`src/rtl/os_dram_sched_pkg.sv`:
```
// Shared types for the OS-core DRAM scheduler: FSM states, requester ids
// and the 64-bit record layout (Shop_Info high word, User_Info low word).
package os_dram_sched_pkg;

    typedef enum logic [1:0] {
        SCH_IDLE  = 2'd0,
        SCH_ISSUE = 2'd1,
        SCH_WAIT  = 2'd2
    } sched_state_t;

    typedef enum logic [1:0] {
        REQ_NONE   = 2'd0,
        REQ_WB     = 2'd1,
        REQ_USER   = 2'd2,
        REQ_SELLER = 2'd3
    } dram_req_t;

    typedef logic [31:0] shop_info_t;
    typedef logic [31:0] user_info_t;

    typedef struct packed {
        shop_info_t shop;
        user_info_t user;
    } dram_rec_t;

endpackage

```
`src/rtl/os_dram_sched_rec_cache.sv`:
```
// One-entry record cache: holds the most recently read or written record
// so an immediate re-read can be answered without a bridge transaction.
module os_dram_sched_rec_cache
    import os_dram_sched_pkg::*;
#(
    parameter int ADDR_W   = 8,
    parameter int DATA_W   = 64,
    parameter bit CACHE_EN = 1'b1
) (
    input  logic              clk,
    input  logic              rst_n,
    input  logic [ADDR_W-1:0] lookup_addr,
    output logic              hit,
    output logic [DATA_W-1:0] hit_data,
    input  logic              fill,
    input  logic [ADDR_W-1:0] fill_addr,
    input  logic [DATA_W-1:0] fill_data
);

    logic              valid;
    logic [ADDR_W-1:0] tag;
    logic [DATA_W-1:0] data;

    always_ff @(posedge clk or negedge rst_n) begin
        if (!rst_n) begin
            valid <= 1'b0;
            tag   <= '0;
        end else if (fill) begin
            valid <= 1'b1;
            tag   <= fill_addr;
        end
    end

    // NOTE: the payload register has no reset; valid alone decides whether it is ever used.
    always_ff @(posedge clk) begin
        if (fill) begin
            data <= fill_data;
        end
    end

    assign hit      = CACHE_EN && valid && (tag == lookup_addr);
    assign hit_data = data;

endmodule

```
`src/rtl/os_dram_sched.sv`:
```
// Shares the single DRAM bridge port between write-back, user-read and
// seller-read requesters with fixed priority wb > ur > sr and one pending slot each.
module os_dram_sched
    import os_dram_sched_pkg::*;
#(
    parameter int ADDR_W   = 8,
    parameter int DATA_W   = 64,
    parameter bit CACHE_EN = 1'b1
) (
    input  logic              clk,
    input  logic              rst_n,
    input  logic              wb_req,
    input  logic [ADDR_W-1:0] wb_addr,
    input  logic [DATA_W-1:0] wb_data,
    output logic              wb_done,
    input  logic              ur_req,
    input  logic [ADDR_W-1:0] ur_addr,
    output logic              ur_valid,
    output logic [DATA_W-1:0] ur_data,
    input  logic              sr_req,
    input  logic [ADDR_W-1:0] sr_addr,
    output logic              sr_valid,
    output logic [DATA_W-1:0] sr_data,
    output logic              busy,
    output logic              req_drop,
    output logic              C_in_valid,
    output logic [ADDR_W-1:0] C_addr,
    output logic              C_r_wb,
    output logic [DATA_W-1:0] C_data_w,
    input  logic              C_out_valid,
    input  logic [DATA_W-1:0] C_data_r
);

    sched_state_t      state;
    dram_req_t         cur_req;
    logic              wb_pend, ur_pend, sr_pend;
    logic [ADDR_W-1:0] wb_slot_addr, ur_slot_addr, sr_slot_addr;
    logic [DATA_W-1:0] wb_slot_data;

    dram_req_t         grant;
    logic [ADDR_W-1:0] grant_addr;
    logic              hit;
    logic [DATA_W-1:0] hit_data;
    logic              fill;
    logic [DATA_W-1:0] fill_data;

    always_comb begin
        // NOTE: every output of this block gets a default first, so no path can infer a latch.
        grant      = REQ_NONE;
        grant_addr = wb_slot_addr;
        if (wb_pend) begin
            grant = REQ_WB;
        end else if (ur_pend) begin
            grant      = REQ_USER;
            grant_addr = ur_slot_addr;
        end else if (sr_pend) begin
            grant      = REQ_SELLER;
            grant_addr = sr_slot_addr;
        end
    end

    // Completion refreshes the cache: reads with bridge data, writes with the record just written.
    assign fill      = (state == SCH_WAIT) && C_out_valid;
    assign fill_data = C_r_wb ? C_data_r : C_data_w;

    os_dram_sched_rec_cache #(
        .ADDR_W   (ADDR_W),
        .DATA_W   (DATA_W),
        .CACHE_EN (CACHE_EN)
    ) u_cache (
        .clk         (clk),
        .rst_n       (rst_n),
        .lookup_addr (grant_addr),
        .hit         (hit),
        .hit_data    (hit_data),
        .fill        (fill),
        .fill_addr   (C_addr),
        .fill_data   (fill_data)
    );

    assign busy = wb_pend || ur_pend || sr_pend || (state != SCH_IDLE);

    always_ff @(posedge clk or negedge rst_n) begin
        if (!rst_n) begin
            state        <= SCH_IDLE;
            cur_req      <= REQ_NONE;
            wb_pend      <= 1'b0;
            ur_pend      <= 1'b0;
            sr_pend      <= 1'b0;
            wb_slot_addr <= '0;
            wb_slot_data <= '0;
            ur_slot_addr <= '0;
            sr_slot_addr <= '0;
            wb_done      <= 1'b0;
            ur_valid     <= 1'b0;
            ur_data      <= '0;
            sr_valid     <= 1'b0;
            sr_data      <= '0;
            req_drop     <= 1'b0;
            C_in_valid   <= 1'b0;
            C_addr       <= '0;
            C_r_wb       <= 1'b0;
            C_data_w     <= '0;
        end else begin
            // NOTE: sequential state uses non-blocking assignments only, so every read sees the pre-edge value.
            wb_done    <= 1'b0;
            ur_valid   <= 1'b0;
            sr_valid   <= 1'b0;
            C_in_valid <= 1'b0;
            req_drop   <= (wb_req && wb_pend) || (ur_req && ur_pend) || (sr_req && sr_pend);

            // A slot stays occupied until its response pulse, so a new request here is dropped.
            if (wb_req && !wb_pend) begin
                wb_pend      <= 1'b1;
                wb_slot_addr <= wb_addr;
                wb_slot_data <= wb_data;
            end
            if (ur_req && !ur_pend) begin
                ur_pend      <= 1'b1;
                ur_slot_addr <= ur_addr;
            end
            if (sr_req && !sr_pend) begin
                sr_pend      <= 1'b1;
                sr_slot_addr <= sr_addr;
            end

            case (state)
                SCH_IDLE: begin
                    if (grant == REQ_WB) begin
                        C_in_valid <= 1'b1;
                        C_addr     <= wb_slot_addr;
                        C_r_wb     <= 1'b0;
                        C_data_w   <= wb_slot_data;
                        cur_req    <= REQ_WB;
                        state      <= SCH_ISSUE;
                    end else if (grant == REQ_USER && hit) begin
                        ur_data  <= hit_data;
                        ur_valid <= 1'b1;
                        ur_pend  <= 1'b0;
                    end else if (grant == REQ_SELLER && hit) begin
                        sr_data  <= hit_data;
                        sr_valid <= 1'b1;
                        sr_pend  <= 1'b0;
                    end else if (grant != REQ_NONE) begin
                        C_in_valid <= 1'b1;
                        C_addr     <= grant_addr;
                        C_r_wb     <= 1'b1;
                        cur_req    <= grant;
                        state      <= SCH_ISSUE;
                    end
                end
                SCH_ISSUE: begin
                    state <= SCH_WAIT;
                end
                SCH_WAIT: begin
                    if (C_out_valid) begin
                        case (cur_req)
                            REQ_WB: begin
                                wb_done <= 1'b1;
                                wb_pend <= 1'b0;
                            end
                            REQ_USER: begin
                                ur_data  <= C_data_r;
                                ur_valid <= 1'b1;
                                ur_pend  <= 1'b0;
                            end
                            REQ_SELLER: begin
                                sr_data  <= C_data_r;
                                sr_valid <= 1'b1;
                                sr_pend  <= 1'b0;
                            end
                            default: ;
                        endcase
                        cur_req <= REQ_NONE;
                        state   <= SCH_IDLE;
                    end
                end
                default: state <= SCH_IDLE;
            endcase
        end
    end

endmodule

```
`config.mk`:
```
export PLATFORM = sky130hd
export DESIGN_NAME = os_dram_sched
export DESIGN_NICKNAME = d
export VERILOG_FILES = /design/src/rtl/os_dram_sched_pkg.sv /design/src/rtl/os_dram_sched_rec_cache.sv /design/src/rtl/os_dram_sched.sv
export SDC_FILE = /design/constraint.sdc
export NUM_CORES = 1
export LEC_CHECK = 0
export CORE_MARGIN = 2
export CORE_UTILIZATION = 53
export CTS_CLUSTER_DIAMETER = 80
export CTS_CLUSTER_SIZE = 20
export DETAILED_ROUTE_END_ITERATION = 6
export GPL_TIMING_DRIVEN = 0
export HOLD_SLACK_MARGIN = 0.08
export PLACE_DENSITY_LB_ADDON = 0.3
export SKIP_CTS_REPAIR_TIMING = 1
export SLEW_MARGIN = 0
export SYNTH_ARGS = -nofsm -noshare
export SYNTH_HDL_FRONTEND = slang
export SYNTH_HIERARCHICAL = 1
export SYNTH_SLANG_ARGS = --single-unit
```
`constraint.sdc`:
```
create_clock -name clk -period 4.5 [get_ports clk]
set_input_delay 0.9 -clock clk [delete_from_list [all_inputs] [get_ports clk]]
set_output_delay 0.9 -clock clk [all_outputs]
set_load 0.01 [all_outputs]
```
==> flow_summary.ini, run 1 <==
[route]
routed_wl_um = 39100
drt_pre_antenna_iters = 5
detail-route-antenna-nets = 0
route.detailed.vias_per_inst = 5.50
post-route-drc-count = 0
detailedRoute.firstIterationViolations = 598
detailroute.via_count = 10300
wl_per_cell_um = 20.9

[synthesis]
combinational_family_with_the_most_area_after_synthesis = multiplexers
post_synth_and_or_nand_nor_area_fraction_pct = 4.63
synth.yosys.warnings = 6
synth_compound_area_share_pct = 5.53
synth_cell_type_count = 33
synth.top_cells.by_area = sky130_fd_sc_hd__dfrtp_1, sky130_fd_sc_hd__mux2_2, sky130_fd_sc_hd__edfxtp_1
dominantRegCellSynth = sky130_fd_sc_hd__dfrtp_1
synth_top_area_share_pct = 51.9
synth_xor_area_share_pct = 0.469
synth_fp_nets = 1237
post_synth_instance_area_um2 = 15000
synth_top_area_cell = sky130_fd_sc_hd__dfrtp_1
synth_edf_count = 64
postSynthRegisterBits = 374
synth-async-reset-ratio_pct = 82.9
yosys-mux-area-fraction_pct = 22.0
synth_seq_area_share_pct = 64.7
syn_area_per_cell_um2 = 13.9
synth-adder-area-share_pct = 0
synthesized_instance_count = 1079

[setup_path]
cp_num_buf_inv = 4
arrival_time_reported_for_the_critical_path_endpoint_ps = 3980
start_kind = flip-flop
timing.setup.critical_path_class = flip-flop to flip-flop
endpoint_kind = flip-flop
timing.critical_path.fanout_max = 10
critPathTopFamily = buffers and inverters
critical_path_required_ps = 4900
cp_slowest_cell = sky130_fd_sc_hd__a211oi_1
critical_path.most_common_cell = sky130_fd_sc_hd__buf_2
critical_path.cell_chain = buf_2, nand2b_1, clkbuf_1, nor2_1, a211oi_1, xnor2_1, nand3_1, nor3_2, nor4b_2, a32o_2, buf_4, buf_2, a21oi_1
slowest_delay_ps = 410
r2r_setup_slack_ps = 920

[pwr]
power_switching_uw = 4620
internal-power_uw = 9460
switching_share_pct = 32.8
power.sequential.fraction_pct = 41.9
cell_pwr_density_nw_per_um2 = 710
ir_drop_v = 0.000384
total_power_uw = 14100
power.static_leakage_uw = 0.00823
p_comb_share_pct = 43.6
proportion_of_power_drawn_by_the_clock_network_pct = 14.5

[flow_run]
cap_viol_max_count = 0

[floorplan]
num_io_pins = 365
chipWidth_um = 172
num_rows = 61
fp.coreArea_um2 = 27800
floorplan.initialDensity_pct = 53.8
chipHeight_um = 172
fp.dieArea_um2 = 29600

[timing]
totalNegativeSetupSlack_ps = 0
finalHoldWorstSlack_ps = 310
max-slew-margin-rel_pct = 49.9
final.min_clock_period_ps = 3580
final_min_period_over_clock_period_pct = 79.6
fin_skew_ps = 18.2
fmax_ghz = 0.279
final_max_slew_viol_count = 0
report.final.setup_viol = 0
timing_worst_slew_pin_value_ps = 752
rsz0062_at_grt = no
finalHoldViolations = 0

[final_layout]
finalNetCount = 1629
layout-drive-gt1-share_pct = 21.7
final_core_utilization_pct = 71.4
layout.cell_area.non_filler_um2 = 19800
area_delta_synth_final_pct = 32.7
final.fill_count = 1983

[clocking]
number_of_h_tree_levels = 1
cts.root.buffer_cell = sky130_fd_sc_hd__clkbuf_16
worst_skew_pair.late_latency_ps = 530
max-clock-path-buffers = 3
clk_pin_slew_worst_paths_ps = 80
cts_tree = yes
cts_buffers = 22
tritoncts_num_sinks = 374

[global_routing]
grt_first_pass_wirelength_um = 58500
global_route.overflow_total = 0
grt_pass1_vias = 10400
grt_max_degree = 93
all_layer_gr_usage_pct = 25.9
grt_antenna_before_repair = 4

[place]
placed_area_um2 = 19200
gp_routability_congestion = 0.808
port_buffers = 364
place.detailed.hpwl_um = 28600

[outcome]
status = finished clean

[worst_hold_path]
holdCritPathClass = primary input to async pin
[cells by family (layout without fill, tap and decap cells)]
kind of cell,after synthesis,in the layout
other,0,4
buffers and inverters,74,481
and+or+nand+nor,171,171
DFF,374,374
muxes,297,297
xor gates and xnor gates,8,8
AOI/OAI and AO/OA,155,155
[flip-flops by register name, summed over array words and instances, names as in the netlist, 8 cells and up]
| signal | count |
|---|---|
| C_data_w | 64 |
| u_cache/hit_data | 64 |
| ur_data | 64 |
| wb_slot_data | 64 |
| u_cache/tag | 8 |
| wb_slot_addr | 8 |
| C_addr | 8 |
| sr_data | 64 |
| sr_slot_addr | 8 |
| ur_slot_addr | 8 |
[through the flow]
stage                     worst slack, ps  std cells
final                                 919       1868
after global placement             -10600       1821
after floorplan                      1840       1079
after CTS                             915       1864
after global routing                  614       1865
after detailed placement              946       1825
[final timing paths]
kind | startpoint | endpoint | cells past startpoint
min in group clk | u_cache/valid | u_cache/valid | 1
max reg2reg | wb_pend | sr_data[15] | 13
min | rst_n | wb_slot_data[12] | 1
max | wb_pend | sr_data[15] | 13
max in group asynchronous | rst_n | wb_slot_data[27] | 3
min reg2reg | u_cache/valid | u_cache/valid | 1
[Yosys cell counts, drive strengths merged (3+ instances only)]
master,count
a211oi,8
a21oi,137
buf,52
clkbuf,13
dfrtp,310
edfxtp,64
inv,9
mux2,233
mux2i,64
nand2,3
nor2,151
nor2b,7
nor3,4
o21ai,3
xnor2,8
[power groups by stage]
stage	logic (uW)	registers, uW	clock network [uW]
floorplan	2920	6170	0
global placement	5970	5900	0
detailed placement	6150	5950	0
CTS	6180	5890	2090
global route	6580	6060	2190
finish	6140	5890	2040
[area by class of cell]
type	instances	area, um2	area share [%]
well taps	378	473	2.38
diodes	4	10.0	0.0505
inverters	9	36.3	0.183
clock inverters	2	10.0	0.0505
clock buffers	37	628	3.17
repair buffers	368	3760	19.0
plain buffers	65	354	1.79
multi-input cells	631	4880	24.6
flip-flops and latches	374	9680	48.8
[per-layer routing]
metal  GRT usage [%]  vias to the layer above  wire length [um]
li1                -                     4588                 -
met2            43.8                      381             19000
met4            9.17                        2              1430
met3            6.41                       73              3110
met5               0                        -                13
met1            32.6                     5223             15600
[layout by cell type (no fill, tap or decap), types with 2 or more instances in the layout]
cell,Yosys,routed
sky130_fd_sc_hd__mux2i_1,64,64
sky130_fd_sc_hd__mux2_2,225,225
sky130_fd_sc_hd__clkdlybuf4s50_1,0,363
sky130_fd_sc_hd__nor3_1,3,3
sky130_fd_sc_hd__diode_2,0,4
sky130_fd_sc_hd__nand2_1,3,3
sky130_fd_sc_hd__or2_2,2,2
sky130_fd_sc_hd__a211oi_1,8,8
sky130_fd_sc_hd__clkbuf_16,0,23
sky130_fd_sc_hd__a21oi_1,137,137
sky130_fd_sc_hd__clkinv_2,0,2
sky130_fd_sc_hd__dfrtp_1,310,310
sky130_fd_sc_hd__o21ai_0,3,3
sky130_fd_sc_hd__nor2_1,151,151
sky130_fd_sc_hd__edfxtp_1,64,64
sky130_fd_sc_hd__mux2_4,8,8
sky130_fd_sc_hd__buf_4,16,16
sky130_fd_sc_hd__nor2b_1,7,7
sky130_fd_sc_hd__inv_1,6,6
sky130_fd_sc_hd__buf_16,0,4
sky130_fd_sc_hd__buf_2,34,34
sky130_fd_sc_hd__clkbuf_1,13,27
sky130_fd_sc_hd__xnor2_1,8,8
sky130_fd_sc_hd__inv_2,3,2
Note: power is estimated with default switching activity, not from simulation.
==> run 2, diff against run 1 <==
Settings changed: CORE_UTILIZATION 53 to 45.
Clock period 4.5 ns to 3.1 ns, I/O delays scaled along.
==> run 2 against run 1 <==
Effect of this change: power rose by 46%; sequential share of layout area fell by 0.66 points; maximum frequency rose by 20%; cell area rose by 1.4%; first-iteration DRC count fell by 21%; wire length rose by 2.5%; worst hold slack got worse by 250 ps; clock power rose by 50%; non-clock buffer count rose by 1; count of clock-buffer cells in the layout rose by 1; sequential power rose by 45%; highest routed layer is now met4.
==> flow_summary.ini, run 2 (synthesis results as in run 1) <==
[global_routing]
global_route.overflow_total = 0
grt_first_pass_wirelength_um = 60600
grt_antenna_before_repair = 2
all_layer_gr_usage_pct = 22.7
grt_max_degree = 122
grt_pass1_vias = 10400

[route]
post-route-drc-count = 0
wl_per_cell_um = 20.7
detailedRoute.firstIterationViolations = 470
detail-route-antenna-nets = 0
detailroute.via_count = 10100
drt_pre_antenna_iters = 5
route.detailed.vias_per_inst = 5.23
routed_wl_um = 40100

[final_layout]
finalNetCount = 1631
mostFrequentLayoutCell = sky130_fd_sc_hd__clkdlybuf4s50_1
multi_input_comb_area_um2 = 4960
layout.area.seq_um2 = 9680
layout-drive-gt1-share_pct = 23.0
layout_common_cells = sky130_fd_sc_hd__clkdlybuf4s50_1, sky130_fd_sc_hd__dfrtp_1, sky130_fd_sc_hd__mux2_2
final.fill_count = 2528
area_delta_synth_final_pct = 34.5
final_core_utilization_pct = 61.6

[floorplan]
num_io_pins = 365
fp.dieArea_um2 = 34700
chipHeight_um = 186
floorplan.initialDensity_pct = 45.8
chipWidth_um = 186
num_rows = 66
fp.coreArea_um2 = 32600

[timing]
totalNegativeSetupSlack_ps = 0
timing_worst_slew_pin_value_ps = 775
final_max_slew_viol_count = 0
final.min_clock_period_ps = 2980
fmax_ghz = 0.336
finalHoldViolations = 0
report.final.setup_viol = 0
max-slew-margin-rel_pct = 48.4
finalHoldWorstSlack_ps = 57.3
final_min_period_over_clock_period_pct = 96.0
fin_skew_ps = 24.6

[clocking]
clk_pin_slew_worst_paths_ps = 90
max-clock-path-buffers = 3
worst_skew_pair.late_latency_ps = 530
cts.root.buffer_cell = sky130_fd_sc_hd__clkbuf_16
number_of_h_tree_levels = 1
tritoncts_num_sinks = 374
cts_buffers = 23
cts_tree = yes

[setup_path]
start_kind = flip-flop
critical_path_required_ps = 3510
timing.critical_path.fanout_max = 10
timing.setup.critical_path_class = flip-flop to flip-flop
rr_startpoint = ur_pend
r2r_cells = 12
endpoint_kind = flip-flop
worst_setup_path_startpoint = ur_pend
arrival_time_reported_for_the_critical_path_endpoint_ps = 3390

[pwr]
ir_drop_v = 0.000635
power.static_leakage_uw = 0.00830
cell_pwr_density_nw_per_um2 = 1020

[place]
port_buffers = 364
gp_routability_congestion = 0.799
place.detailed.hpwl_um = 28500

[worst_hold_path]
holdCritPathClass = primary input to async pin

[outcome]
status = finished clean

[flow_run]
cap_viol_max_count = 0
-- run 2: cell count changes in the layout (fill, tap and decap cells not counted), moves of 3 or more --
cell and change:
sky130_fd_sc_hd__clkbuf_4 +8, sky130_fd_sc_hd__buf_6 +13, sky130_fd_sc_hd__a211oi_2 +7, sky130_fd_sc_hd__a21oi_1 -3, sky130_fd_sc_hd__buf_2 -17, sky130_fd_sc_hd__a21oi_2 +3
sky130_fd_sc_hd__a211oi_1 -7
-- run 2: report_power, final --
part / internal [uW] / leakage (uW) / switching [uW]
clock: 1420 / 0.000317 / 1650
combinational: 5080 / 0.00357 / 3890
sequential: 7300 / 0.00441 / 1260
-- run 2: metal layers --
metal / part of all wire [%] / up-vias / track usage, % / wire length, um
met4: 2.9 / 0 / 7.06 / 1180
met2: 48 / 321 / 37.6 / 19200
met3: 8.3 / 61 / 5.82 / 3310
li1: - / 4587 / - / -
met5: 0 / - / 0 / 0
met1: 41 / 5137 / 29.5 / 16400
-- run 2: final cells by class --
class	count	share of cell area (%)
Tap cell	442	2.75
Multi-Input combinational cell	631	24.6
Clock inverter	3	0.149
Inverter	9	0.180
Buffer	63	2.24
Clock buffer	38	3.14
Antenna cell	3	0.0373
Sequential cell	374	48.1
Timing Repair Buffer	371	18.7
-- run 2: worst paths after layout --
check	endpoint	slack, ps
min	sr_data[11]	60
min in group clk	u_cache/valid	480
max in group asynchronous	ur_data[40]	2020
min reg2reg	u_cache/valid	480
max reg2reg	sr_data[41]	120
max	sr_data[41]	120
-- run 2: critical path, cell delays in order (launching register included) --
cell and delay [ps]:
sky130_fd_sc_hd__dfrtp_2 440, sky130_fd_sc_hd__buf_4 170, sky130_fd_sc_hd__nor2b_1 90, sky130_fd_sc_hd__buf_2 290
sky130_fd_sc_hd__a211oi_2 130, sky130_fd_sc_hd__xnor2_1 190, sky130_fd_sc_hd__nand4_1 160, sky130_fd_sc_hd__nor3_4 240
sky130_fd_sc_hd__nor4b_4 350, sky130_fd_sc_hd__a32o_2 260, sky130_fd_sc_hd__buf_8 180, sky130_fd_sc_hd__clkbuf_4 250
sky130_fd_sc_hd__a21oi_1 90
-- run 2: metrics by stage --
stage	instance area [um2]	cells	total power (uW)	worst slack, ps
global placement	19100	1885	17300	-12000
floorplan	15000	1079	13200	441
global route	20100	1932	21800	-50.6
CTS	19900	1929	20700	-607
finish	20100	1934	20600	123
detailed placement	19200	1888	17600	-552
==> run 3, diff against run 2 <==
Settings changed: CORE_UTILIZATION 45 to 53, CTS_BUF_LIST from default to sky130_fd_sc_hd__clkbuf_16.
Clock period 3.1 ns to 3.7 ns, I/O delays scaled along.
==> run 3 against run 2 <==
Effect of this change: worst hold slack gained 96 ps; critical endpoint is now sr_data[15]; non-clock buffer count shrank 2; combinational power shrank 17%; first-iteration DRC count grew 26%; count of clock-buffer cells in the layout shrank 15; die area shrank 15%; sequential share of layout area grew 0.65 points; largest power group unchanged; power shrank 17%; highest routed layer is now met5.
==> flow_summary.ini, run 3 (synthesis results as in run 1) <==
[timing]
rsz0062_at_grt = no
final.min_clock_period_ps = 3400
max-slew-margin-rel_pct = 51.5
totalNegativeSetupSlack_ps = 0
final_min_period_over_clock_period_pct = 91.8
report.final.setup_viol = 0
finalHoldViolations = 0
final_max_slew_viol_count = 0
timing_worst_slew_pin_value_ps = 728
fmax_ghz = 0.294
fin_skew_ps = 20.8

[clocking]
max-clock-path-buffers = 3
number_of_h_tree_levels = 1
tritoncts_num_sinks = 374
cts_tree = yes
clk_pin_slew_worst_paths_ps = 90
cts_buffers = 22
cts.root.buffer_cell = sky130_fd_sc_hd__clkbuf_16
worst_skew_pair.late_latency_ps = 540

[final_layout]
multi_input_comb_area_um2 = 4890
mostFrequentLayoutCell = sky130_fd_sc_hd__clkdlybuf4s50_1
post_layout_nonfiller_instances = 1866
layout.area.seq_um2 = 9680
layout-drive-gt1-share_pct = 22.0
finalNetCount = 1628
layout_common_cells = sky130_fd_sc_hd__clkdlybuf4s50_1, sky130_fd_sc_hd__dfrtp_1, sky130_fd_sc_hd__mux2_2
final_core_utilization_pct = 71.4
final.fill_count = 1979
area_delta_synth_final_pct = 32.7
layout.cell_area.non_filler_um2 = 19800

[setup_path]
arrival_time_reported_for_the_critical_path_endpoint_ps = 3790
timing.setup.critical_path_class = flip-flop to flip-flop
critical_path_required_ps = 4100
start_kind = flip-flop
timing.critical_path.fanout_max = 10
endpoint_kind = flip-flop
r2r_setup_slack_ps = 300

[global_routing]
grt_antenna_before_repair = 4
grt_max_degree = 93
all_layer_gr_usage_pct = 25.9
global_route.overflow_total = 0
grt_pass1_vias = 10400
grt_first_pass_wirelength_um = 58500

[floorplan]
num_rows = 61
fp.dieArea_um2 = 29600
chipHeight_um = 172
fp.coreArea_um2 = 27800
floorplan.initialDensity_pct = 53.8
num_io_pins = 365
chipWidth_um = 172

[worst_hold_path]
holdCritPathClass = primary input to async pin

[pwr]
internal-power_uw = 11500
power.static_leakage_uw = 0.00829
switching_share_pct = 32.9
p_comb_share_pct = 43.7
power.sequential.fraction_pct = 41.9
cell_pwr_density_nw_per_um2 = 862
ir_drop_v = 0.000466
power_switching_uw = 5630
total_power_uw = 17100
proportion_of_power_drawn_by_the_clock_network_pct = 14.4

[place]
place.detailed.instances = 1825
place.detailed.hpwl_um = 28600
placed_area_um2 = 19200
port_buffers = 364
gp_routability_congestion = 0.808

[route]
routed_wl_um = 39100
wl_per_cell_um = 21.0
post-route-drc-count = 0
detail-route-antenna-nets = 0
drt_pre_antenna_iters = 5
route.detailed.vias_per_inst = 5.50
detailroute.via_count = 10300
detailedRoute.firstIterationViolations = 591

[flow_run]
cap_viol_max_count = 0

[outcome]
status = finished clean
run 3: cell count changes in the layout (fill, tap and decap cells not counted), sizes merged:
cell / before / now
inv: 11 / 23
clkinv: 1 / 2
clkbuf: 57 / 36
buf: 52 / 56
run 3: layout make-up:
type                       count  share of cell area (%)
sequential                   374                    48.8
multi-input combinational    631                    24.7
timing repair buffer         368                    18.9
clock buffer                  23                    2.90
tap                          378                    2.38
buffer                        64                    1.77
clock inverter                16                   0.315
inverter                       9                   0.183
antenna                        3                  0.0378
run 3: final timing paths:
| check | start | end | cells after the start |
|---|---|---|---|
| worst max-delay path | ur_pend | sr_data[15] | 11 |
| worst min-delay path | rst_n | wb_slot_data[12] | 1 |
| worst max register to register | ur_pend | sr_data[15] | 11 |
| worst min register to register | u_cache/valid | u_cache/valid | 1 |
| max in group asynchronous | rst_n | wb_slot_data[27] | 3 |
| min in group clk | u_cache/valid | u_cache/valid | 1 |
run 3: worst max-delay path: stages, from the launching register on:
cell and delay [ps]:
sky130_fd_sc_hd__dfrtp_1 490, sky130_fd_sc_hd__nor2b_1 150, sky130_fd_sc_hd__clkbuf_1 450, sky130_fd_sc_hd__a211oi_1 220, sky130_fd_sc_hd__xnor2_1 190, sky130_fd_sc_hd__nand3_1 140
sky130_fd_sc_hd__nor3_2 250, sky130_fd_sc_hd__nor4b_2 380, sky130_fd_sc_hd__a32o_2 280, sky130_fd_sc_hd__buf_4 260, sky130_fd_sc_hd__buf_2 330, sky130_fd_sc_hd__a21oi_1 120
run 3: metal layers:
metal	routed length [um]	GRT usage, %
met2	18900	43.8
met1	15600	32.7
met5	12	0
met4	1540	9.17
met3	3170	6.41
run 3: stage by stage:
stage / setup slack (ps) / hold WS, ps
floorplan: 1040 / 439
global placement: -11240 / 455
detailed placement: 146 / 460
CTS: 115 / 173
global route: 12.4 / 194
finish: 302 / 153
run 3: power by group through the flow:
stage / Combinational [uW] / Sequential (uW) / Clock (uW)
global route: 8000 / 7380 / 2630
finish: 7470 / 7170 / 2460
global placement: 7260 / 7170 / 0
detailed placement: 7480 / 7240 / 0
floorplan: 3550 / 7510 / 0
CTS: 7520 / 7170 / 2510
